<file path="src/rtl/if_fetch_if.sv">
// Fetch-unit bus bundle: instruction-memory req/ack handshake plus the IF/ID-facing head and control.
// master = fetch unit, slave = memory/pipeline environment.
interface if_fetch_if #(
    parameter int ADDR_W = 32
);
    logic              jump_stall_en;
    logic [ADDR_W-1:0] jump_addr;
    logic              full_stall;
    logic              imem_req;
    logic [ADDR_W-1:0] imem_addr;
    logic              imem_ack;
    logic [31:0]       imem_rdata;
    logic [31:0]       inst;
    logic [ADDR_W-1:0] pc_addr;
    logic              valid;

    modport master (
        input  jump_stall_en, jump_addr, full_stall, imem_ack, imem_rdata,
        output imem_req, imem_addr, inst, pc_addr, valid
    );

    modport slave (
        output jump_stall_en, jump_addr, full_stall, imem_ack, imem_rdata,
        input  imem_req, imem_addr, inst, pc_addr, valid
    );
endinterface

</file>
<file path="src/rtl/if_fetch.sv">
// Instruction-fetch producer: owns the PC, fetches over req/ack into a small FIFO feeding IF/ID.
// Optional IF_FETCH_PERF_EN adds fetch/squash performance counters.
//   state   | meaning
//   S_IDLE  | no request outstanding; waits for FIFO room
//   S_REQ   | request for r_pc outstanding
//   S_DRAIN | redirected while waiting; old request still outstanding, its data is dropped
module if_fetch #(
    parameter int                ADDR_W    = 32,
    parameter logic [ADDR_W-1:0] RESET_PC  = '0,
    parameter int                BUF_DEPTH = 2
) (
    input  logic         i_clk,
    input  logic         i_rst,
`ifdef IF_FETCH_PERF_EN
    output logic [31:0]  o_perf_fetch_cnt,
    output logic [31:0]  o_perf_squash_cnt,
`endif
    if_fetch_if.master   bus
);
    localparam int PTR_W = (BUF_DEPTH > 1) ? $clog2(BUF_DEPTH) : 1;
    localparam int CNT_W = PTR_W + 1;
    localparam logic [CNT_W-1:0] DEPTH_C = CNT_W'(BUF_DEPTH);

    typedef enum logic [1:0] {S_IDLE, S_REQ, S_DRAIN} state_t;

    typedef struct packed {
        logic [ADDR_W-1:0] pc;
        logic [31:0]       inst;
    } entry_t;

    state_t            r_state;
    state_t            w_state_nxt;
    logic [ADDR_W-1:0] r_pc;
    logic [ADDR_W-1:0] w_pc_nxt;
    logic [ADDR_W-1:0] r_drain_addr;
    entry_t            r_mem [BUF_DEPTH];
    logic [PTR_W-1:0]  r_wr_ptr;
    logic [PTR_W-1:0]  r_rd_ptr;
    logic [CNT_W-1:0]  r_count;
    logic [CNT_W-1:0]  w_count_after;
    logic              w_jump;
    logic              w_push;
    logic              w_pop;
    logic              w_valid;
    entry_t            w_head;
    logic              w_unused;

    assign w_jump   = bus.jump_stall_en;
    assign w_push   = (r_state == S_REQ) && bus.imem_ack && !w_jump;
    assign w_valid  = (r_count != '0);
    assign w_pop    = w_valid && !bus.full_stall && !w_jump;
    assign w_count_after = r_count + CNT_W'(w_push) - CNT_W'(w_pop);
    assign w_head   = r_mem[r_rd_ptr];
    // Redirect targets are word aligned; the low address bits are ignored.
    assign w_unused = ^bus.jump_addr[1:0];

    always_comb begin
        w_state_nxt = r_state;
        case (r_state)
            S_IDLE: begin
                if (w_jump || (r_count < DEPTH_C)) w_state_nxt = S_REQ;
            end
            S_REQ: begin
                if (w_jump)                w_state_nxt = bus.imem_ack ? S_REQ : S_DRAIN;
                else if (bus.imem_ack)     w_state_nxt = (w_count_after < DEPTH_C) ? S_REQ : S_IDLE;
            end
            S_DRAIN: begin
                if (bus.imem_ack) w_state_nxt = S_REQ;
            end
            default: w_state_nxt = S_IDLE;
        endcase
    end

    always_comb begin
        w_pc_nxt = r_pc;
        if (w_jump)      w_pc_nxt = {bus.jump_addr[ADDR_W-1:2], 2'b00};
        else if (w_push) w_pc_nxt = r_pc + ADDR_W'(4);
    end

    always_comb begin
        bus.imem_req  = (r_state != S_IDLE);
        bus.imem_addr = (r_state == S_DRAIN) ? r_drain_addr : r_pc;
        bus.valid     = w_valid;
        bus.inst      = w_valid ? w_head.inst : 32'd0;
        bus.pc_addr   = w_valid ? w_head.pc : '0;
    end

    always_ff @(posedge i_clk) begin
        if (i_rst) begin
            r_state      <= S_IDLE;
            r_pc         <= RESET_PC;
            r_drain_addr <= RESET_PC;
            r_wr_ptr     <= '0;
            r_rd_ptr     <= '0;
            r_count      <= '0;
        end else begin
            r_state <= w_state_nxt;
            r_pc    <= w_pc_nxt;
            // Keep presenting the outstanding address while the redirected pc moves on.
            if ((r_state == S_REQ) && w_jump && !bus.imem_ack) r_drain_addr <= r_pc;
            if (w_jump) begin
                r_wr_ptr <= '0;
                r_rd_ptr <= '0;
                r_count  <= '0;
            end else begin
                if (w_push) r_wr_ptr <= r_wr_ptr + PTR_W'(1);
                if (w_pop)  r_rd_ptr <= r_rd_ptr + PTR_W'(1);
                r_count <= w_count_after;
            end
        end
    end

    always_ff @(posedge i_clk) begin
        if (w_push) r_mem[r_wr_ptr] <= '{pc: r_pc, inst: bus.imem_rdata};
    end

`ifdef IF_FETCH_PERF_EN
    logic        w_discard;
    logic [31:0] w_squash_inc;

    assign w_discard    = bus.imem_ack && ((r_state == S_DRAIN) || ((r_state == S_REQ) && w_jump));
    assign w_squash_inc = 32'(w_discard) + (w_jump ? 32'(r_count) : 32'd0);

    always_ff @(posedge i_clk) begin
        if (i_rst) begin
            o_perf_fetch_cnt  <= '0;
            o_perf_squash_cnt <= '0;
        end else begin
            if (w_push) o_perf_fetch_cnt <= o_perf_fetch_cnt + 32'd1;
            o_perf_squash_cnt <= o_perf_squash_cnt + w_squash_inc;
        end
    end
`endif
endmodule

</file>
<file path="src/flat_wrapper.sv">
// flat-port wrapper written by rule: the top's interface ports become plain ports
module if_fetch_flat 
#(
    parameter int                ADDR_W    = 32,
    parameter logic [ADDR_W-1:0] RESET_PC  = '0,
    parameter int                BUF_DEPTH = 2
)
  (i_clk, i_rst, bus_jump_stall_en, bus_jump_addr, bus_full_stall, bus_imem_ack, bus_imem_rdata, bus_imem_req, bus_imem_addr, bus_inst, bus_pc_addr, bus_valid);
  if_fetch_if #(.ADDR_W(ADDR_W)) bus_i ();
  input  logic i_clk;
  input  logic i_rst;
  input wire logic [$bits(bus_i.jump_stall_en)-1:0] bus_jump_stall_en;
  input wire logic [$bits(bus_i.jump_addr)-1:0] bus_jump_addr;
  input wire logic [$bits(bus_i.full_stall)-1:0] bus_full_stall;
  input wire logic [$bits(bus_i.imem_ack)-1:0] bus_imem_ack;
  input wire logic [$bits(bus_i.imem_rdata)-1:0] bus_imem_rdata;
  output wire logic [$bits(bus_i.imem_req)-1:0] bus_imem_req;
  output wire logic [$bits(bus_i.imem_addr)-1:0] bus_imem_addr;
  output wire logic [$bits(bus_i.inst)-1:0] bus_inst;
  output wire logic [$bits(bus_i.pc_addr)-1:0] bus_pc_addr;
  output wire logic [$bits(bus_i.valid)-1:0] bus_valid;
  assign bus_i.jump_stall_en = bus_jump_stall_en;
  assign bus_i.jump_addr = bus_jump_addr;
  assign bus_i.full_stall = bus_full_stall;
  assign bus_i.imem_ack = bus_imem_ack;
  assign bus_i.imem_rdata = bus_imem_rdata;
  assign bus_imem_req = bus_i.imem_req;
  assign bus_imem_addr = bus_i.imem_addr;
  assign bus_inst = bus_i.inst;
  assign bus_pc_addr = bus_i.pc_addr;
  assign bus_valid = bus_i.valid;
  if_fetch #(.ADDR_W(ADDR_W), .RESET_PC(RESET_PC), .BUF_DEPTH(BUF_DEPTH)) u_core (.i_clk(i_clk), .i_rst(i_rst), .bus(bus_i));
endmodule
</file>
<file path="config.mk">
export PLATFORM = sky130hd
export DESIGN_NAME = if_fetch_flat
export DESIGN_NICKNAME = d
export VERILOG_FILES = /design/src/rtl/if_fetch_if.sv /design/src/rtl/if_fetch.sv /design/src/flat_wrapper.sv
export SDC_FILE = /design/constraint.sdc
export NUM_CORES = 1
export LEC_CHECK = 0
export BUFFER_PORTS_ARGS = -buffer_cell sky130_fd_sc_hd__buf_2
export CAP_MARGIN = 20
export CORE_UTILIZATION = 35
export CTS_BUF_LIST = sky130_fd_sc_hd__clkbuf_8
export DETAILED_ROUTE_END_ITERATION = 6
export GPL_ROUTABILITY_DRIVEN = 0
export PLACE_DENSITY_LB_ADDON = 0.05
export RECOVER_POWER = 25
export SYNTH_ARGS = -nofsm -noshare
export SYNTH_HDL_FRONTEND = slang
export SYNTH_SLANG_ARGS = --single-unit
</file>
<file path="constraint.sdc">
create_clock -name i_clk -period 8.7 [get_ports i_clk]
set_clock_uncertainty 0.1 [all_clocks]
set_input_delay 1.74 -clock i_clk [delete_from_list [all_inputs] [get_ports i_clk]]
set_output_delay 1.74 -clock i_clk [all_outputs]
set_load 0.1 [all_outputs]
</file>
==> results of run 1 <==
==> sequential cells by signal, indices dropped and copies added, names as in the netlist, named ones only <==
signal,cells
u_core.r_count,2
u_core.r_drain_addr,30
u_core.r_mem,124
u_core.r_pc,30
u_core.r_rd_ptr,1
u_core.r_state,2
u_core.r_wr_ptr,1
==> cell usage after synthesis, drive strengths merged (3+ instances only) <==
master / number / area share
a2111oi: 3 / 0.0039
a211oi: 6 / 0.0054
a21oi: 41 / 0.025
a311oi: 14 / 0.015
a31oi: 4 / 0.0030
and2: 6 / 0.0047
and3: 8 / 0.0060
buf: 15 / 0.0098
clkbuf: 37 / 0.023
dfxtp: 67 / 0.16
edfxtp: 124 / 0.45
ha: 3 / 0.0045
inv: 13 / 0.0059
mux2: 26 / 0.035
mux2i: 62 / 0.075
nand2: 94 / 0.042
nand3: 9 / 0.0054
nand4: 11 / 0.0090
nor2: 91 / 0.041
nor2b: 7 / 0.0053
nor3: 12 / 0.0072
nor4: 7 / 0.0053
o21ai: 11 / 0.0066
o221ai: 3 / 0.0032
o31ai: 3 / 0.0027
or2: 3 / 0.0023
or3: 10 / 0.0078
or4: 7 / 0.0065
xnor2: 7 / 0.0074
xor2: 4 / 0.0042
==> worst max-delay path, cell delays in order, from the launching register on <==
cell	delay, ns
dfxtp_1	0.35
nor2_4	0.46
buf_4	0.53
nor2_1	0.11
buf_2	0.31
==> power by group through the flow <==
| stage | clock network, W | logic (W) | registers (W) |
|---|---|---|---|
| floorplan | 0 | 0.000196 | 0.00103 |
| global placement | 0 | 0.000237 | 0.00104 |
| detailed placement | 0 | 0.000240 | 0.00104 |
| CTS | 0.000621 | 0.000241 | 0.00102 |
| global route | 0.000654 | 0.000252 | 0.00102 |
| finish | 0.000599 | 0.000239 | 0.00102 |
==> worst max-delay path by stage <==
stage,startpoint,end,depth (start not counted)
floorplan,bus_jump_stall_en,u_core.r_mem[0][0],4
CTS,flop,bus_pc_addr[5],3
global placement,bus_imem_ack,u_core.r_mem[0][11],4
global route,u_core.r_count[0],bus_inst[22],4
detailed placement,bus_imem_ack,u_core.r_mem[0][0],4
finish,u_core.r_count[0],bus_inst[18],4
==> final cells by class <==
cell class,count,share of cell area
Clock buffer,17,0.02388
Timing Repair Buffer,171,0.09298
Inverter,13,0.004981
Multi-Input combinational cell,475,0.3026
Tap cell,319,0.04074
Clock inverter,14,0.01750
Sequential cell,191,0.5174
==> cell families (layout without fill, tap and decap cells) <==
family | after synthesis | after routing | share of synthesized area
compound gates | 94 | 94 | 0.07299
xor+xnor | 11 | 11 | 0.01159
fa+ha+maj | 3 | 3 | 0.004515
buf+inv | 65 | 215 | 0.03838
flops | 191 | 191 | 0.6092
mux | 88 | 88 | 0.1099
other cells | 1 | 4 | 0.0004510
simple gates | 275 | 275 | 0.1530
==> per-stage QoR <==
stage	hold slack [ns]	power, W	cells	utilization
finish	0.3567	0.001858	1200	0.4186
detailed placement	0.3446	0.001282	1168	0.4007
global route	0.3740	0.001931	1200	0.4186
floorplan	0.3268	0.001224	731	-
CTS	0.3593	0.001883	1199	0.4180
global placement	0.3381	0.001277	1167	0.3995
==> routing by layer <==
layer | part of all wire | GRT usage | vias to the layer above | routed length, um
li1 | - | - | 2906 | -
met1 | 0.45 | 0.2139 | 2892 | 9145
met2 | 0.48 | 0.2883 | 168 | 9844
met3 | 0.056 | 0.03694 | 12 | 1129
met4 | 0.0093 | 0.04528 | 0 | 189
met5 | 0 | 0 | - | 0
==> placed cells by master, fill, tap and decap left out, drive strengths merged, types with 8 or more instances in the layout <==
cell type / instances
clkbuf: 27
nand2: 94
nand3: 9
nor2: 91
or3: 10
mux2i: 62
dfxtp: 67
mux2: 26
nand4: 11
a311oi: 14
edfxtp: 124
and3: 8
a21oi: 41
buf: 161
inv: 20
nor3: 12
o21ai: 11
==> reports/metrics.csv, run 1 <==
stage,metric,value,unit
min_path,Min-Delay Path Class,flop to flop,
grt,grt total ovfl,0,
layout,Antenna Diode Count,0,
sta,setup TNS,0,ns
die,die area,0.02438,sq mm
synthesis,Syn Area/Cell,11.42,sq um
clock_tree,clock buffer count from CTS,17,
outcome,status,finished clean,
grt,total track usage,0.1685,
detailed_routing,DRT Pass-1 Iters,4,
setup_path,R2R Path Start,u_core.r_pc[9],
clock_tree,CTS tree,built,
sta,Hold Fails Final Rpt,0,
synthesis,Synth async-reset ratio,0,
clock_tree,Post-CTS Resized,0,
power_and_ir_drop,Combinational Power Share,0.128,
setup_path,r2r endpoint,u_core.r_pc[17],
power_and_ir_drop,P_leak,3.516,nW
synthesis,number of library cell types mapped by synthesis,54,
setup_path,Worst R2R Path Depth,4,
layout,fraction of layout cells with a size suffix above 1,0.2645,
grt,vias in the first global route,5753,
sta,max frequency,245.3,MHz
synthesis,YS warnings,0,
setup_path,WP data arrival,2.24,ns
clock_tree,CTS root buf,clkbuf_8,
power_and_ir_drop,Cell Int Power,0.001308,W
sta,Final min period,4.077,ns
clock_tree,htree depth,4,
synthesis,post-synthesis sequential area ratio,0.6092,
placed_design,pre-CTS setup slack,4.887,ns
layout,filler instances,2337,
sta,unrepaired setup endpoints after global routing,false,
die,io pins,167,
layout,Multi-input gate area,0.002964,sq mm
die,initial cell density of the core,0.3553,
sta,fin crit share,0.4687,
setup_path,register-to-register setup slack,5.98,ns
setup_path,CP Launch Type,flop,
sta,final setup fails,0,
detailed_routing,drt initial violations,351,
layout,final instance area,0.009797,sq mm
die,Die X,156.1,um
clock_tree,postcts setup bufs,0,
power_and_ir_drop,Clock Power Share,0.322,
grt,initial antenna violation count,0,
min_path,hold depth,2,
sta,Least-Margin Pin Slew,0.8706,ns
detailed_routing,Vias,5978,
power_and_ir_drop,switching share of power,0.2963,
detailed_routing,DR vias/cell,4.982,
min_path,hold wc startpoint,u_core.r_drain_addr[31],
grt,global-route wire length before repair,31170,um
synthesis,Syn Inst Count,728,
sta,max_slew headroom,0.4196,
synthesis,number of synthesized flops with an enable pin,124,
sta,Pins Over Slew Limit,0,
clock_tree,Sink Count,191,
placed_design,"Cell Area, Placed",0.009376,sq mm
min_path,Hold EP,u_core.r_drain_addr[31],
setup_path,CP endpoint kind,output port,
power_and_ir_drop,Reg power frac,0.549,
clock_tree,clk buf depth,2,
sta,setup ws final,4.623,ns
job,Max-cap violations,0,
die,CORE AREA,0.02340,sq mm
power_and_ir_drop,peak supply drop,0.07657,mV
setup_path,Worst EP required,6.86,ns
detailed_routing,per-cell routed wire length,16.92,um
placed_design,Port Buffers,160,
die,row count,56,
synthesis,ys flop type,edfxtp_1,
detailed_routing,Post-Route WL,20310,um
detailed_routing,drt drc,0,
die,Die Height,156.1,um
grt,largest net degree at the start of global routing,70,
synthesis,Yosys reg bits,191,
clock_tree,"CTS clk-pin slew, worst paths",0.10,ns
layout,register area,0.005069,sq mm
placed_design,post-DP HPWL,13050,um
setup_path,crit path kind,flop to output port,
layout,nets,941,
synthesis,Post-Syn Area,0.008314,sq mm
power_and_ir_drop,Net Switching,0.0005505,W
power_and_ir_drop,power density over cell area,189.7,mW/mm^2
setup_path,CP max FO,44,
clock_tree,worst-skew pair later-pin latency,0.46,ns
detailed_routing,Post-DRT Antenna Nets,0,
layout,Area Growth Syn to Fin,17.83,%
clock_tree,Hold Buf Count CTS,0,
(Power assumes the default switching activity.)
==> run 2, diff against run 1 <==
- clock period: 8.7 -> 3.26 ns (I/O delays scaled with it)
==> reports/metrics.csv, run 2 (synthesis results as in run 1) <==
stage,metric,value,unit,change
die,Die Height,156.1,um,unchanged
sta,Hold Fails Final Rpt,0,,unchanged
grt,grt total ovfl,0,,unchanged
power_and_ir_drop,Clock Power Share,0.333,,+0.011
layout,Post-Route Utilization,0.4228,,+0.004170
sta,unrepaired setup endpoints after global routing,false,,
sta,fin crit share,0.9121,,
power_and_ir_drop,power density over cell area,510.2,mW/mm^2,+170%
power_and_ir_drop,Power Total,0.005048,W,+170%
grt,total track usage,0.1652,,-0.003272
setup_path,Worst EP required,2.51,ns,-4.35 ns
die,die area,0.02438,sq mm,unchanged
clock_tree,Sink Count,191,,unchanged
detailed_routing,Post-Route WL,20370,um,+0.32%
detailed_routing,DRT Pass-1 Iters,5,,+1
clock_tree,worst-skew pair later-pin latency,0.45,ns,about the same
grt,largest net degree at the start of global routing,63,,-10%
placed_design,"Cell Area, Placed",0.009515,sq mm,+1.5%
setup_path,CP max FO,35,,-20%
job,Max-cap violations,0,,unchanged
min_path,Min-Delay Path Class,input pin to flop,,
clock_tree,postcts setup bufs,0,,unchanged
power_and_ir_drop,P_leak,3.534,nW,+0.53%
clock_tree,clk buf depth,2,,unchanged
detailed_routing,drt drc,0,,unchanged
placed_design,Placed Cells,1180,,+1.0%
layout,"commonest non-fill, non-tap cell in the layout",buf_2,,
layout,nets,952,,+1.2%
grt,global-route wire length before repair,30730,um,-1.4%
die,initial cell density of the core,0.3553,,unchanged
layout,register area,0.005069,sq mm,unchanged
grt,global-route met1 utilization,0.2211,,+0.007250
layout,filler instances,2294,,-1.8%
detailed_routing,Vias,6018,,+0.67%
setup_path,CP Launch Type,flop,,
sta,final setup fails,0,,unchanged
grt,GR Layer Usage met3,0.03056,,-0.006389
die,io pins,167,,unchanged
layout,Area Growth Syn to Fin,19.01,%,
detailed_routing,Post-DRT Antenna Nets,0,,unchanged
sta,Pins Over Slew Limit,0,,unchanged
layout,final instance area,0.009894,sq mm,+1.0%
clock_tree,Post-CTS Resized,0,,unchanged
detailed_routing,DR vias/cell,4.965,,-0.33%
outcome,status,finished clean,,
die,Die X,156.1,um,unchanged
layout,most flop-heavy register,u_core.r_mem,,
placed_design,post-DP HPWL,13400,um,+2.7%
sta,Least-Margin Pin Slew,0.5939,ns,-0.2767 ns
detailed_routing,drt initial violations,310,,-12%
power_and_ir_drop,peak supply drop,0.2137,mV,+180%
grt,M2 GR Usage,0.2759,,-0.01233
power_and_ir_drop,Reg power frac,0.536,,-0.013
layout,Post-Layout Cell Count,1212,,+1.0%
power_and_ir_drop,Cell Int Power,0.003571,W,+170%
layout,Multi-input gate area,0.002970,sq mm,+0.21%
power_and_ir_drop,Net Switching,0.001478,W,+170%
grt,vias in the first global route,5632,,-2.1%
clock_tree,CTS tree,built,,
layout,max reg flops,124,,unchanged
sta,Final min period,2.973,ns,
layout,Antenna Diode Count,0,,unchanged
clock_tree,CTS root buf,clkbuf_8,,
die,row count,56,,unchanged
layout,highest-count cells in the layout ignoring fill and taps,"buf_2, edfxtp_1, nand2_1",,
grt,initial antenna violation count,0,,unchanged
detailed_routing,per-cell routed wire length,16.81,um,-0.67%
layout,fraction of layout cells with a size suffix above 1,0.2564,,-0.008033
setup_path,crit path kind,flop to output port,,
sta,max_slew headroom,0.6029,,+0.1833
power_and_ir_drop,Combinational Power Share,0.131,,+0.003
clock_tree,Hold Buf Count CTS,0,,unchanged
clock_tree,"CTS clk-pin slew, worst paths",0.10,ns,about the same
power_and_ir_drop,switching share of power,0.2927,,-0.003585
placed_design,Port Buffers,160,,unchanged
sta,setup ws final,0.2867,ns,-4.336 ns
clock_tree,clock buffer count from CTS,17,,unchanged
clock_tree,htree depth,4,,unchanged
die,CORE AREA,0.02340,sq mm,unchanged
layout,biggest regs,"u_core.r_mem: 124 flops, u_core.r_drain_addr: 30 flops, u_core.r_pc: 30 flops",,
placed_design,pre-CTS setup slack,0.6485,ns,-4.239 ns
sta,max frequency,336.3,MHz,
setup_path,WP data arrival,2.22,ns,-0.02 ns
grt,"Most Used Layer, Global Route",met2,,
setup_path,CP endpoint kind,output port,,
==> run 2: changes by cell type in the layout (fill, tap and decap cells not counted), sizes merged <==
cell    before  now
bufinv       2    3
clkbuf      27   42
buf        161  157
==> run 2: critical path: stages (launching register included) <==
cell,delay (ns)
dfxtp_1,0.45
nor2b_2,0.18
buf_4,0.40
nand2_1,0.10
o21ai_0,0.14
buf_2,0.49
==> run 2: worst paths after layout <==
kind | end | start | depth (start not counted) | slack [ns]
hold reg to reg | u_core.r_drain_addr[10] | u_core.r_drain_addr[10] | 2 | 0.36
hold / removal | u_core.r_mem[1][24] | bus_imem_rdata[24] | 1 | 0.28
setup reg to reg | u_core.r_pc[30] | u_core.r_pc[19] | 5 | 0.61
setup / recovery | bus_imem_addr[8] | u_core.r_state[1] | 5 | 0.29
==> run 2: cell type report <==
cell class,instances,area share
Timing Repair Buffer,182,0.09876
Tap cell,319,0.04034
Sequential cell,191,0.5123
Clock inverter,15,0.01985
Clock buffer,17,0.02365
Inverter,13,0.004932
Multi-Input combinational cell,475,0.3002
==> run 2: metrics by stage <==
stage / TNS (ns) / hold WS, ns
final: 0 / 0.2812
after global routing: 0 / 0.2425
after CTS: 0 / 0.2435
after detailed placement: 0 / 0.3466
after global placement: 0 / 0.3381
after floorplan: -1.876 / 0.3268
==> run 2: power by group through the flow <==
stage          logic [W]  clock network, W  registers (W)
6_report        0.000661           0.00168        0.00270
5_1_grt         0.000700           0.00183        0.00271
4_1_cts         0.000677           0.00174        0.00270
3_5_place_dp    0.000676                 0        0.00276
3_3_place_gp    0.000669                 0        0.00276
2_1_floorplan   0.000524                 0        0.00274
==> run 2: routing by layer <==
metal  part of all wire  routed length, um
met1               0.47               9572
met2               0.48               9681
met3              0.048                968
met4             0.0074                150
met5                  0                  0
